**src/rtl/host_reg_if_pkg.sv**
```systemverilog
// Shared word addresses and FSM encoding for the host register slave.
// Imported by the RTL and by the bench.
package host_reg_if_pkg;

    localparam logic [6:0] ADDR_CTRL       = 7'h00;
    localparam logic [6:0] ADDR_MAC_L      = 7'h01;
    localparam logic [6:0] ADDR_MAC_M      = 7'h02;
    localparam logic [6:0] ADDR_MAC_H      = 7'h03;
    localparam logic [6:0] ADDR_TX_IFG     = 7'h04;
    localparam logic [6:0] ADDR_INT_STATUS = 7'h05;
    localparam logic [6:0] ADDR_INT_MASK   = 7'h06;
    localparam logic [6:0] ADDR_SCRATCH    = 7'h07;
    localparam logic [6:0] ADDR_VERSION    = 7'h08;
    localparam logic [6:0] ADDR_WR_COUNT   = 7'h09;

    typedef enum logic [1:0] {
        ST_IDLE     = 2'd0,
        ST_CAPT     = 2'd1,
        ST_COMMIT   = 2'd2,
        ST_WAIT_REL = 2'd3
    } state_t;

endpackage

```
**src/rtl/host_sync2.sv**
```systemverilog
// Two-flop synchroniser; reset loads the inactive (high) level.
module host_sync2 (
    input  logic clk,
    input  logic rst_n,
    input  logic d,
    output logic q
);

    logic s1;

    always_ff @(posedge clk) begin
        if (!rst_n) begin
            s1 <= 1'b1;
            q  <= 1'b1;
        end else begin
            s1 <= d;
            q  <= s1;
        end
    end

endmodule

```
**src/rtl/host_reg_if.sv**
```systemverilog
// Host register-bus slave: CSB sync, capture/commit FSM, 10-entry register file.
// HOST_REG_RDCLR_EN: a read of INT_STATUS also clears it.
module host_reg_if
    import host_reg_if_pkg::*;
#(
    parameter logic [47:0] MAC_ADDR_RST = 48'h0000_0000_0000,
    parameter logic [15:0] VERSION      = 16'h0100,
    parameter logic [7:0]  IFG_RST      = 8'd12
) (
    input  logic        Clk_reg,
    input  logic        Reset,
    input  logic        CSB,
    input  logic        WRB,
    input  logic [7:0]  CA,
    input  logic [15:0] CD_in,
    output logic [15:0] CD_out,
    output logic [15:0] ctrl,
    output logic [47:0] mac_addr,
    output logic [7:0]  tx_ifg,
    input  logic [7:0]  int_src,
    output logic        int_o,
    output logic        access_done
);

    state_t      state_q, state_d;
    logic        cs_s2;
    logic [1:0]  live_sr;
    logic        capt_en, commit_en;
    logic [6:0]  addr_q;
    logic        rd_q;
    logic [15:0] wdata_q;
    logic        wr_en, rd_en;
    logic [15:0] mac_l, mac_m, mac_h;
    logic [7:0]  int_status, int_mask, int_clr;
    logic [15:0] scratch, wr_count, rdata;
    logic        unused_ca0;

    assign unused_ca0 = CA[0];

    host_sync2 u_sync (
        .clk   (Clk_reg),
        .rst_n (Reset),
        .d     (CSB),
        .q     (cs_s2)
    );

    // cs_s2 only reflects the pin two edges after reset release
    always_ff @(posedge Clk_reg) begin
        if (!Reset) live_sr <= 2'b00;
        else        live_sr <= {live_sr[0], 1'b1};
    end

    always_ff @(posedge Clk_reg) begin
        if (!Reset) state_q <= ST_WAIT_REL;
        else        state_q <= state_d;
    end

    always_comb begin
        state_d = state_q;
        case (state_q)
            ST_IDLE:     if (!cs_s2) state_d = ST_CAPT;
            ST_CAPT:     state_d = ST_COMMIT;
            ST_COMMIT:   state_d = ST_WAIT_REL;
            ST_WAIT_REL: if (cs_s2 && live_sr[1]) state_d = ST_IDLE;
            default:     state_d = ST_WAIT_REL;
        endcase
    end

    always_comb begin
        capt_en     = (state_q == ST_IDLE) && !cs_s2;
        commit_en   = (state_q == ST_CAPT);
        access_done = (state_q == ST_COMMIT);
    end

    always_ff @(posedge Clk_reg) begin
        if (!Reset) begin
            addr_q  <= '0;
            rd_q    <= 1'b1;
            wdata_q <= '0;
        end else if (capt_en) begin
            addr_q  <= CA[7:1];
            rd_q    <= WRB;
            wdata_q <= CD_in;
        end
    end

    assign wr_en = commit_en && !rd_q;
    assign rd_en = commit_en && rd_q;

    always_comb begin
        rdata = 16'h0000;
        case (addr_q)
            ADDR_CTRL:       rdata = ctrl;
            ADDR_MAC_L:      rdata = mac_l;
            ADDR_MAC_M:      rdata = mac_m;
            ADDR_MAC_H:      rdata = mac_h;
            ADDR_TX_IFG:     rdata = {8'h00, tx_ifg};
            ADDR_INT_STATUS: rdata = {8'h00, int_status};
            ADDR_INT_MASK:   rdata = {8'h00, int_mask};
            ADDR_SCRATCH:    rdata = scratch;
            ADDR_VERSION:    rdata = VERSION;
            ADDR_WR_COUNT:   rdata = wr_count;
            default:         rdata = 16'h0000;
        endcase
    end

    always_comb begin
        int_clr = 8'h00;
        if (wr_en && addr_q == ADDR_INT_STATUS) int_clr = wdata_q[7:0];
`ifdef HOST_REG_RDCLR_EN
        if (rd_en && addr_q == ADDR_INT_STATUS) int_clr = 8'hFF;
`else
`endif
    end

    always_ff @(posedge Clk_reg) begin
        if (!Reset) begin
            ctrl     <= 16'h0000;
            mac_l    <= MAC_ADDR_RST[15:0];
            mac_m    <= MAC_ADDR_RST[31:16];
            mac_h    <= MAC_ADDR_RST[47:32];
            tx_ifg   <= IFG_RST;
            int_mask <= 8'h00;
            scratch  <= 16'h0000;
            wr_count <= 16'h0000;
        end else if (wr_en) begin
            wr_count <= wr_count + 16'd1;
            case (addr_q)
                ADDR_CTRL:     ctrl     <= wdata_q;
                ADDR_MAC_L:    mac_l    <= wdata_q;
                ADDR_MAC_M:    mac_m    <= wdata_q;
                ADDR_MAC_H:    mac_h    <= wdata_q;
                ADDR_TX_IFG:   tx_ifg   <= wdata_q[7:0];
                ADDR_INT_MASK: int_mask <= wdata_q[7:0];
                ADDR_SCRATCH:  scratch  <= wdata_q;
                default:       ;
            endcase
        end
    end

    // new events override a same-cycle clear
    always_ff @(posedge Clk_reg) begin
        if (!Reset) begin
            int_status <= 8'h00;
            int_o      <= 1'b0;
        end else begin
            int_status <= (int_status & ~int_clr) | int_src;
            int_o      <= |(int_status & int_mask);
        end
    end

    always_ff @(posedge Clk_reg) begin
        if (!Reset)     CD_out <= 16'h0000;
        else if (rd_en) CD_out <= rdata;
    end

    assign mac_addr = {mac_h, mac_m, mac_l};

endmodule

```
**config.mk**
```make
export PLATFORM = sky130hd
export DESIGN_NAME = host_reg_if
export DESIGN_NICKNAME = d
export VERILOG_FILES = /design/src/rtl/host_reg_if_pkg.sv /design/src/rtl/host_sync2.sv /design/src/rtl/host_reg_if.sv
export SDC_FILE = /design/constraint.sdc
export NUM_CORES = 1
export LEC_CHECK = 0
export CORE_ASPECT_RATIO = 1.4
export CORE_MARGIN = 3
export CORE_UTILIZATION = 55
export DETAILED_ROUTE_END_ITERATION = 6
export PLACE_DENSITY = 0.83
export SYNTH_ARGS = -nofsm -noshare
export SYNTH_HDL_FRONTEND = slang
export SYNTH_SLANG_ARGS = --single-unit
```
**constraint.sdc**
```tcl
create_clock -name Clk_reg -period 4.51 [get_ports Clk_reg]
set_input_delay 0.451 -clock Clk_reg [delete_from_list [all_inputs] [get_ports Clk_reg]]
set_output_delay 0.451 -clock Clk_reg [all_outputs]
set_load 0.005 [all_outputs]
```
* Word-level counts from Yosys, hierarchy flattened *
Cells that the tools add are included.

word-level totals
  flip-flop bits (word level) = 167
  word-level logic and storage cells = 62

cells by class
  add/subtract/negate cells = 1
  equality and inequality tests = 14
  mux-type cells = 6
  bitwise operators = 4
  reduce and logical (&&, ||, !) cells = 18

operators by type and width
  cell                     number
  $pmux W16 S10            1
  $eq A7 B3 Y1 const B     4
  $add A16 B1 Y16 const B  1
  $and A8 B8 Y8            2
  $reduce_and A2 Y1        8
  $eq A7 B2 Y1 const B     2
  $eq A7 B4 Y1 const B     2
  $mux W8                  1
  $not A8 Y8               1
  $or A8 B8 Y8             1
  $pmux W2 S4              1
  $reduce_or A8 Y1         1
  $eq A7 B1 Y1 const B     1
  $logic_not A7 Y1         1
  $logic_and A1 B1 Y1      5
  $eq A2 B2 Y1 const B     2
  $mux W2                  2
  $ne A2 B2 Y1 const B     2
  $eq A2 B1 Y1 const B     1
  $logic_not A1 Y1         2
  $logic_not A2 Y1         1
  $mux W1                  1

* Depth between registers and ports, before layout *
Gate-level depths: netlist of run 1.

  depth after elaboration = 7
  depth in mapped cells = 9
  depth with buffers taken out = 7

* Hierarchy *
From an unflattened synthesis of run 1, not the netlist that was laid out.

second synthesis, totals
  cells, all modules = 860
  area total of the unflattened synthesis = 7289.5 µm²

modules (own cells, without submodules)
  module       instances  cells each  area each (µm²)
  host_reg_if  1          856         7236.9
  host_sync2   1          4           52.6

* Worst setup path after synthesis of run 1 *
OpenSTA, ideal clock, no wires.

  kind = flip-flop to flip-flop
  from = register state_q[1]
  to = register tx_ifg[2]
  library setup time = 129 ps
  data arrival time = 1788 ps
  slack = 2593 ps
  cell stages (with the launch flop) = 9
  path buffers = 2
  clock period less this slack = 1917 ps
  cell sequence = dfxtp_1 inv_1 ha_1 nor2b_1 clkbuf_1 buf_2 nand4_2 mux2i_1 nand2_1

on the way
  word-level cells in the longest chain between the ends = 3

RTL lines
  what                                RTL line            source
  start: declaration                  host_reg_if.sv:25   state_t state_q, state_d;
  start signal: assignment            host_reg_if.sv:55   else state_q <= state_d;
  $eq A2 B1 Y1                        host_reg_if.sv:71   commit_en = (state_q == ST_CAPT);
  $logic_and A1 B1 Y1                 host_reg_if.sv:87   assign wr_en = commit_en && !rd_q;
  $reduce_and A2 Y1 (no source line)  --
  end signal: assignment              host_reg_if.sv:133  ADDR_TX_IFG: tx_ifg <= wdata_q[7:0];
  end: declaration                    host_reg_if.sv:19   output logic [7:0] tx_ifg,

Every way passes these cells.
A chain may end at the register's enable or synchronous reset.

* Final worst setup path of run 1 *
  from = register addr_q[2]
  to = register mac_h[11]

on the way
  word-level cells in the longest chain between the ends = 2

RTL lines
  what                                RTL line            source
  start: declaration                  host_reg_if.sv:29   logic [6:0] addr_q;
  start signal: assignment            host_reg_if.sv:81   addr_q <= CA[7:1];
  $eq A7 B2 Y1                        host_reg_if.sv:128  case (addr_q)
  $reduce_and A2 Y1 (no source line)  --
  end signal: assignment              host_reg_if.sv:121  mac_h <= MAC_ADDR_RST[47:32];
  end signal: assignment              host_reg_if.sv:132  ADDR_MAC_H: mac_h <= wdata_q;
  end: declaration                    host_reg_if.sv:33   logic [15:0] mac_l, mac_m, mac_h;

Every way passes these cells.

==> results of run 1 <==
==> cell type report <==
| type | instances | area [µm²] |
|---|---|---|
| multi-input combinational | 544 | 3602 |
| timing repair buffer | 132 | 1301 |
| tap | 153 | 191.4 |
| inverter | 4 | 17.52 |
| clock inverter | 10 | 97.59 |
| clock buffer | 22 | 454.2 |
| fill | 961 | 3867 |
| sequential | 167 | 3343 |
==> per-stage QoR <==
stage | util [%] | hold WS, ns | area (µm²) | instances
2_1_floorplan | - | 0.3863 | 7244 | 772
3_3_place_gp | 65.68 | 0.3941 | 8456 | 1000
3_5_place_dp | 65.68 | 0.4086 | 8456 | 1000
4_1_cts | 69.96 | 0.4231 | 9007 | 1032
5_1_grt | 69.96 | 0.4572 | 9007 | 1032
6_report | 69.96 | 0.4294 | 9007 | 1032
==> power breakdown <==
group	internal, mW	total, mW	leakage [nW]	switching (mW)
Sequential	1.49	1.51	1.35	0.0215
Combinational	0.0861	0.220	2.03	0.134
Clock	0.775	1.36	0.249	0.588
==> sequential cells by signal, indices dropped and copies added (netlist names), 2 cells and up <==
| register | count |
|---|---|
| CD_out | 16 |
| wr_count | 16 |
| mac_h | 16 |
| int_mask | 8 |
| tx_ifg | 8 |
| scratch | 16 |
| mac_l | 16 |
| mac_m | 16 |
| addr_q | 7 |
| ctrl | 16 |
| int_status | 8 |
| state_q | 2 |
| live_sr | 2 |
| wdata_q | 16 |
==> kinds of logic (layout without fill, tap and decap cells) <==
| family | count (synthesis) | after routing | synth area share (%) |
|---|---|---|---|
| multiplexers | 123 | 123 | 17.79 |
| AND/OR/NAND/NOR | 263 | 263 | 16.72 |
| flip-flops | 167 | 167 | 46.15 |
| buffers and inverters | 61 | 168 | 4.128 |
| XOR/XNOR | 13 | 13 | 1.572 |
| adder cells (fa/ha/maj) | 6 | 6 | 1.036 |
| AO/OA/AOI/OAI | 139 | 139 | 12.61 |
==> worst max-delay path by stage <==
stage	start	endpoint	slack, ns	cells after the start
floorplan	state_q[1]	tx_ifg[2]	2.59	8
global placement	addr_q[2]	mac_h[0]	1.99	4
detailed placement	addr_q[2]	mac_h[11]	1.91	4
CTS	addr_q[0]	CD_out[2]	1.88	4
global route	addr_q[0]	CD_out[2]	1.66	4
finish	addr_q[2]	mac_h[11]	1.84	4
==> per-layer routing <==
layer / global-route usage [%] / up-vias
met3: 6.001 / 50
met4: 11.19 / 0
li1: - / 2886
met5: 0 / -
met2: 47.21 / 271
met1: 34.50 / 2957
==> cell usage after synthesis (all sizes together) (2+ instances only) <==
cell type	n	area (µm²)
nand2b	5	31.28
nand4	7	62.56
and4	4	35.03
a311oi	3	26.28
inv	4	15.01
a31o	3	26.28
a22oi	22	165.2
or3	3	23.77
nor2	129	486.7
dfxtp	167	3343
a32o	2	20.02
buf	23	156.4
nand3	14	100.1
mux2i	113	1131
o21ai	17	85.08
a211oi	12	90.09
a21boi	8	60.06
and3	5	31.28
xnor2	5	43.79
xor2	8	70.07
mux2	6	67.56
nand2	76	287.8
ha	6	75.07
o21a	8	60.06
o211ai	3	22.52
a21oi	43	215.2
nor2b	6	37.54
nor3	7	61.31
mux4	4	90.09
o22ai	5	31.28
and2	5	33.78
clkbuf	34	127.6
a22o	6	52.55
==> worst max-delay path: cells and delay by family, from the launching register on <==
kind             cells  cell delay, ns
and+or+nand+nor      3            1.53
DFF                  1            0.56
muxes                1            0.45
==> results.cfg, run 1 <==
[outcome]
status = finished clean

[clocking]
cts_buffer_depth = 2
root_buffer = clkbuf_16
clk_latency_ns = 0.42
clk_pin_slew_worst_paths_ns = 0.06
hold_buffers = 0
htreeDepth = 4
cts_resized = 0
cts_tree = yes
cts_buffers = 17
postCtsSetupBuffers = 0
cts_sinks = 167

[finish]
final_common_cell = dfxtp_1
layout.nets = 908
final_layout_size_suffix_gt1_share_pct = 7.395
antenna_cells = 0
mostFrequentLayoutCells = dfxtp_1 (167), nor2_1 (128), clkdlybuf4s50_1 (124), mux2i_1 (113), nand2_1 (75)
syn_to_final_growth_pct = 24.34

[logic_synthesis]
ys_seq_area_share_pct = 46.15
ys_types = 57
yosys_warnings = 0
netlist_area_um2 = 7244
synth_fp_nets = 814
ys.flop_type = dfxtp_1
async_flop_share_pct = 0
ys_ff_latch = 167
synth_edf_count = 0
syn_area_per_cell_um2 = 9.384
synth_cells = 772

[critical_path]
r2r_start = addr_q[2]
critPathMaxFanout = 18
slowest_stage = nand4_2
cp.arrival_ns = 2.96
r2r_cells = 4
crit_chain = nor3b_1 > nand4_2 > mux2i_1 > nor2_1
critPathMaxStageDelay_ns = 0.79
start_kind = register
path_class = register to register
r2r_end = mac_h[11]
cp-end-kind = register
cp_data_required_time_ns = 4.81
reg2reg_slack_ns = 1.84

[hold_path]
worstHoldStart = u_sync.s1
hp-class = register to register
worst_hold_path.num_cells = 1
holdPathEnd = u_sync.q

[pwr]
p_leak_nw = 3.629
peakVddDrop_v = 0.0002718
p_per_area_nw_per_um2 = 343.9
p_total_mw = 3.098

[routing]
wl_met1_um = 7915
drt_iter0_drc = 541
dr_total_vias = 6164
drc_errors = 0
routed-wl-met2_um = 10270
highest_layer = met4
first_pass_iters = 5
routed_wl_um = 20130
wl_per_cell_um = 19.51
via_per_inst = 5.973
met3WireLength_um = 1364
antenna_left = 0

[timing]
fin_worst_skew_ns = 0.008987
worst_slack_ns = 1.843
max_freq_mhz = 374.9
tightest_slew_ns = 1.104
finalSetupViolations = 0
rsz0062_at_grt = no
post-route-period-util_pct = 59.14
slew_headroom_pct = 26.32
finalHoldViolCount = 0
slew_viol_final = 0
period_minus_slack_ns = 2.667
tns_ns = 0

[floorplan]
row_count = 49
die_h_um = 141.8
design.core.area_um2 = 12870
die-area_um2 = 14600
ios = 126
floorplan.initialDensity_pct = 56.27
die_x_um = 103.0

[place]
gp_congestion = 0.8380
port-buffer-count = 124
dp_slack_ns = 1.907
hpwl_um = 13920

[grt]
grt_overflow_total = 0
grt_pass1_vias = 6114
grt.total_usage_pct = 28.06
grt_max_degree = 65
grt_pass1_wl_um = 31740
antenna_found_initial = 0

[run]
maxCapViolations = 0
Note: power is estimated with default switching activity, not from simulation.
==> inputs of run 2 (changes only) <==
--- a/config.mk
+++ b/config.mk
@@ -7,9 +7,9 @@
 export LEC_CHECK = 0
 export CORE_ASPECT_RATIO = 1.4
 export CORE_MARGIN = 3
-export CORE_UTILIZATION = 55
+export CORE_UTILIZATION = 48
 export DETAILED_ROUTE_END_ITERATION = 6
-export PLACE_DENSITY = 0.83
+export PLACE_DENSITY = 0.76
 export SYNTH_ARGS = -nofsm -noshare
 export SYNTH_HDL_FRONTEND = slang
 export SYNTH_SLANG_ARGS = --single-unit
==> constraint.sdc (replaced) <==
create_clock -name Clk_reg -period 2.2 [get_ports Clk_reg]
set_input_delay 0.22 -clock Clk_reg [delete_from_list [all_inputs] [get_ports Clk_reg]]
set_output_delay 0.22 -clock Clk_reg [all_outputs]
set_load 0.005 [all_outputs]
==> run 2 against run 1 <==
Compared with the run above:
- final cell count is 5.8% higher
- maximum frequency is 31% higher
- largest power group unchanged
- sequential share of layout area is 1.4 points lower
- non-clock buffer count is 24 higher
- design area is 3.8% higher
- flip-flop and latch count stayed put
- critical endpoint is now wr_count[15]
- largest cell class unchanged
- clock power is 120% higher
- via count is 0.75% lower
- clock skew hardly changed
- core utilization is 6.1 points lower
==> results.cfg, run 2 (synthesis results as in run 1) <==
[grt]
grt_pass1_wl_um = 30970
grt.total_usage_pct = 24.16
grt_overflow_total = 0
antenna_found_initial = 0
grt_pass1_vias = 5814
grt_max_degree = 81

[timing]
post-route-period-util_pct = 92.29
fin_worst_skew_ns = 0.008896
hold_ws_ns = 0.3468
period_minus_slack_ns = 2.030
tns_ns = 0
slew_viol_final = 0
finalSetupViolations = 0
tightest_slew_ns = 0.6992
slew_headroom_pct = 53.29
finalHoldViolCount = 0
worst_slack_ns = 0.1696
max_freq_mhz = 492.5

[finish]
final_common_cell = dfxtp_1
mostFrequentLayoutCells = dfxtp_1 (167), nor2_1 (128), clkdlybuf4s50_1 (124), mux2i_1 (113), nand2_1 (75)
layout.nets = 932
design_area_um2 = 9351
antenna_cells = 0
final_layout_size_suffix_gt1_share_pct = 10.08
postLayoutCoreUtil_pct = 63.88
syn_to_final_growth_pct = 29.08

[routing]
wl_per_cell_um = 18.23
drc_errors = 0
antenna_left = 0
routed_wl_um = 19910
drt_iter0_drc = 376
dr_total_vias = 6118
first_pass_iters = 5
via_per_inst = 5.603

[critical_path]
critPathMaxStageDelay_ns = 0.34
path_class = register to register
crit_chain = inv_1 > ha_1 > nor2b_1 > buf_4 > nand4_1 > buf_4 > nor3_1 > xnor2_1 > nor2_1
critical_path.most_common_cell = buf_4
start_kind = register
critPathBufInv = 3
cp_data_required_time_ns = 2.50
critPathMaxFanout = 15
cp_top_family = simple AND/OR/NAND/NOR gates
cp-end-kind = register
cp.arrival_ns = 2.33
slowest_stage = dfxtp_1

[place]
hpwl_um = 13850
gp_congestion = 0.8775
port-buffer-count = 124
placement.cell_area_um2 = 8748
dp_slack_ns = 0.1570

[clocking]
clk_pin_slew_worst_paths_ns = 0.07
cts_tree = yes
cts_sinks = 167
htreeDepth = 4
cts_resized = 0
clk_latency_ns = 0.42
cts_buffers = 17
cts_buffer_depth = 2
root_buffer = clkbuf_16

[floorplan]
row_count = 52
design.core.area_um2 = 14640
die-area_um2 = 16620
die_h_um = 151.4
floorplan.initialDensity_pct = 49.49
die_x_um = 109.8
ios = 126

[pwr]
peakVddDrop_v = 0.0004064
p_leak_nw = 3.816
p_per_area_nw_per_um2 = 700.3

[outcome]
status = finished clean

[hold_path]
hp-class = input pin to register

[run]
maxCapViolations = 0
## run 2: cell types whose count changed in the layout (fill, tap and decap cells not counted), sizes merged
cell      delta
buf         +24
bufinv       +1
clkinv       +5
inv          -1
clkinvlp     -5
## run 2: through the flow
stage,instances,power [mW]
2_1_floorplan,772,3.441
3_3_place_gp,1059,3.640
3_5_place_dp,1059,3.652
4_1_cts,1091,6.568
5_1_grt,1092,6.746
6_report,1092,6.549
## run 2: worst register-to-register path: stages (launching register included)
cell and delay [ns]:
dfxtp_1 0.34, inv_1 0.10, ha_1 0.25, nor2b_1 0.15, buf_4 0.25, nand4_1 0.15
buf_4 0.19, nor3_1 0.25, xnor2_1 0.16, nor2_1 0.06
## run 2: what timing repair did
| action | 4_1_cts | 5_1_grt |
|---|---|---|
| hold buffers | 0 | 0 |
| setup buffers | 0 | 1 |
| endpoints found under the setup margin | 0 | 4 |
## run 2: metal layers
layer	GRT usage [%]	vias to the layer above	part of all wire, %
met3	4.136	27	5.1
met4	6.800	0	1.6
met1	31.82	2961	42
li1	-	2930	-
met5	0	-	0
met2	40.52	200	51
## run 2: cell type report
cell class	instances	area, µm²
clock buffers	22	474.2
flip-flops and latches	167	3343
repair buffers	156	1556
inverters	4	17.52
well taps	189	236.5
fillers	1223	5288
clock inverters	10	121.4
multi-input cells	544	3602
## run 2: path summary, 6_finish.rpt
check             start      endpoint  slack (ns)  cells past startpoint
min            CD_in[5]    wdata_q[5]        0.35                      3
max          state_q[1]  wr_count[15]        0.17                      9
max reg2reg  state_q[1]  wr_count[15]        0.17                      9
min reg2reg   u_sync.s1      u_sync.q        0.43                      1
## run 2: power breakdown
part / leakage, nW / total, mW / internal (mW) / switching [mW]
clock: 0.290 / 2.96 / 1.77 / 1.19
sequential: 1.35 / 3.10 / 3.06 / 0.0398
combinational: 2.18 / 0.495 / 0.208 / 0.287
total: 3.82 / 6.55 / 5.03 / 1.51
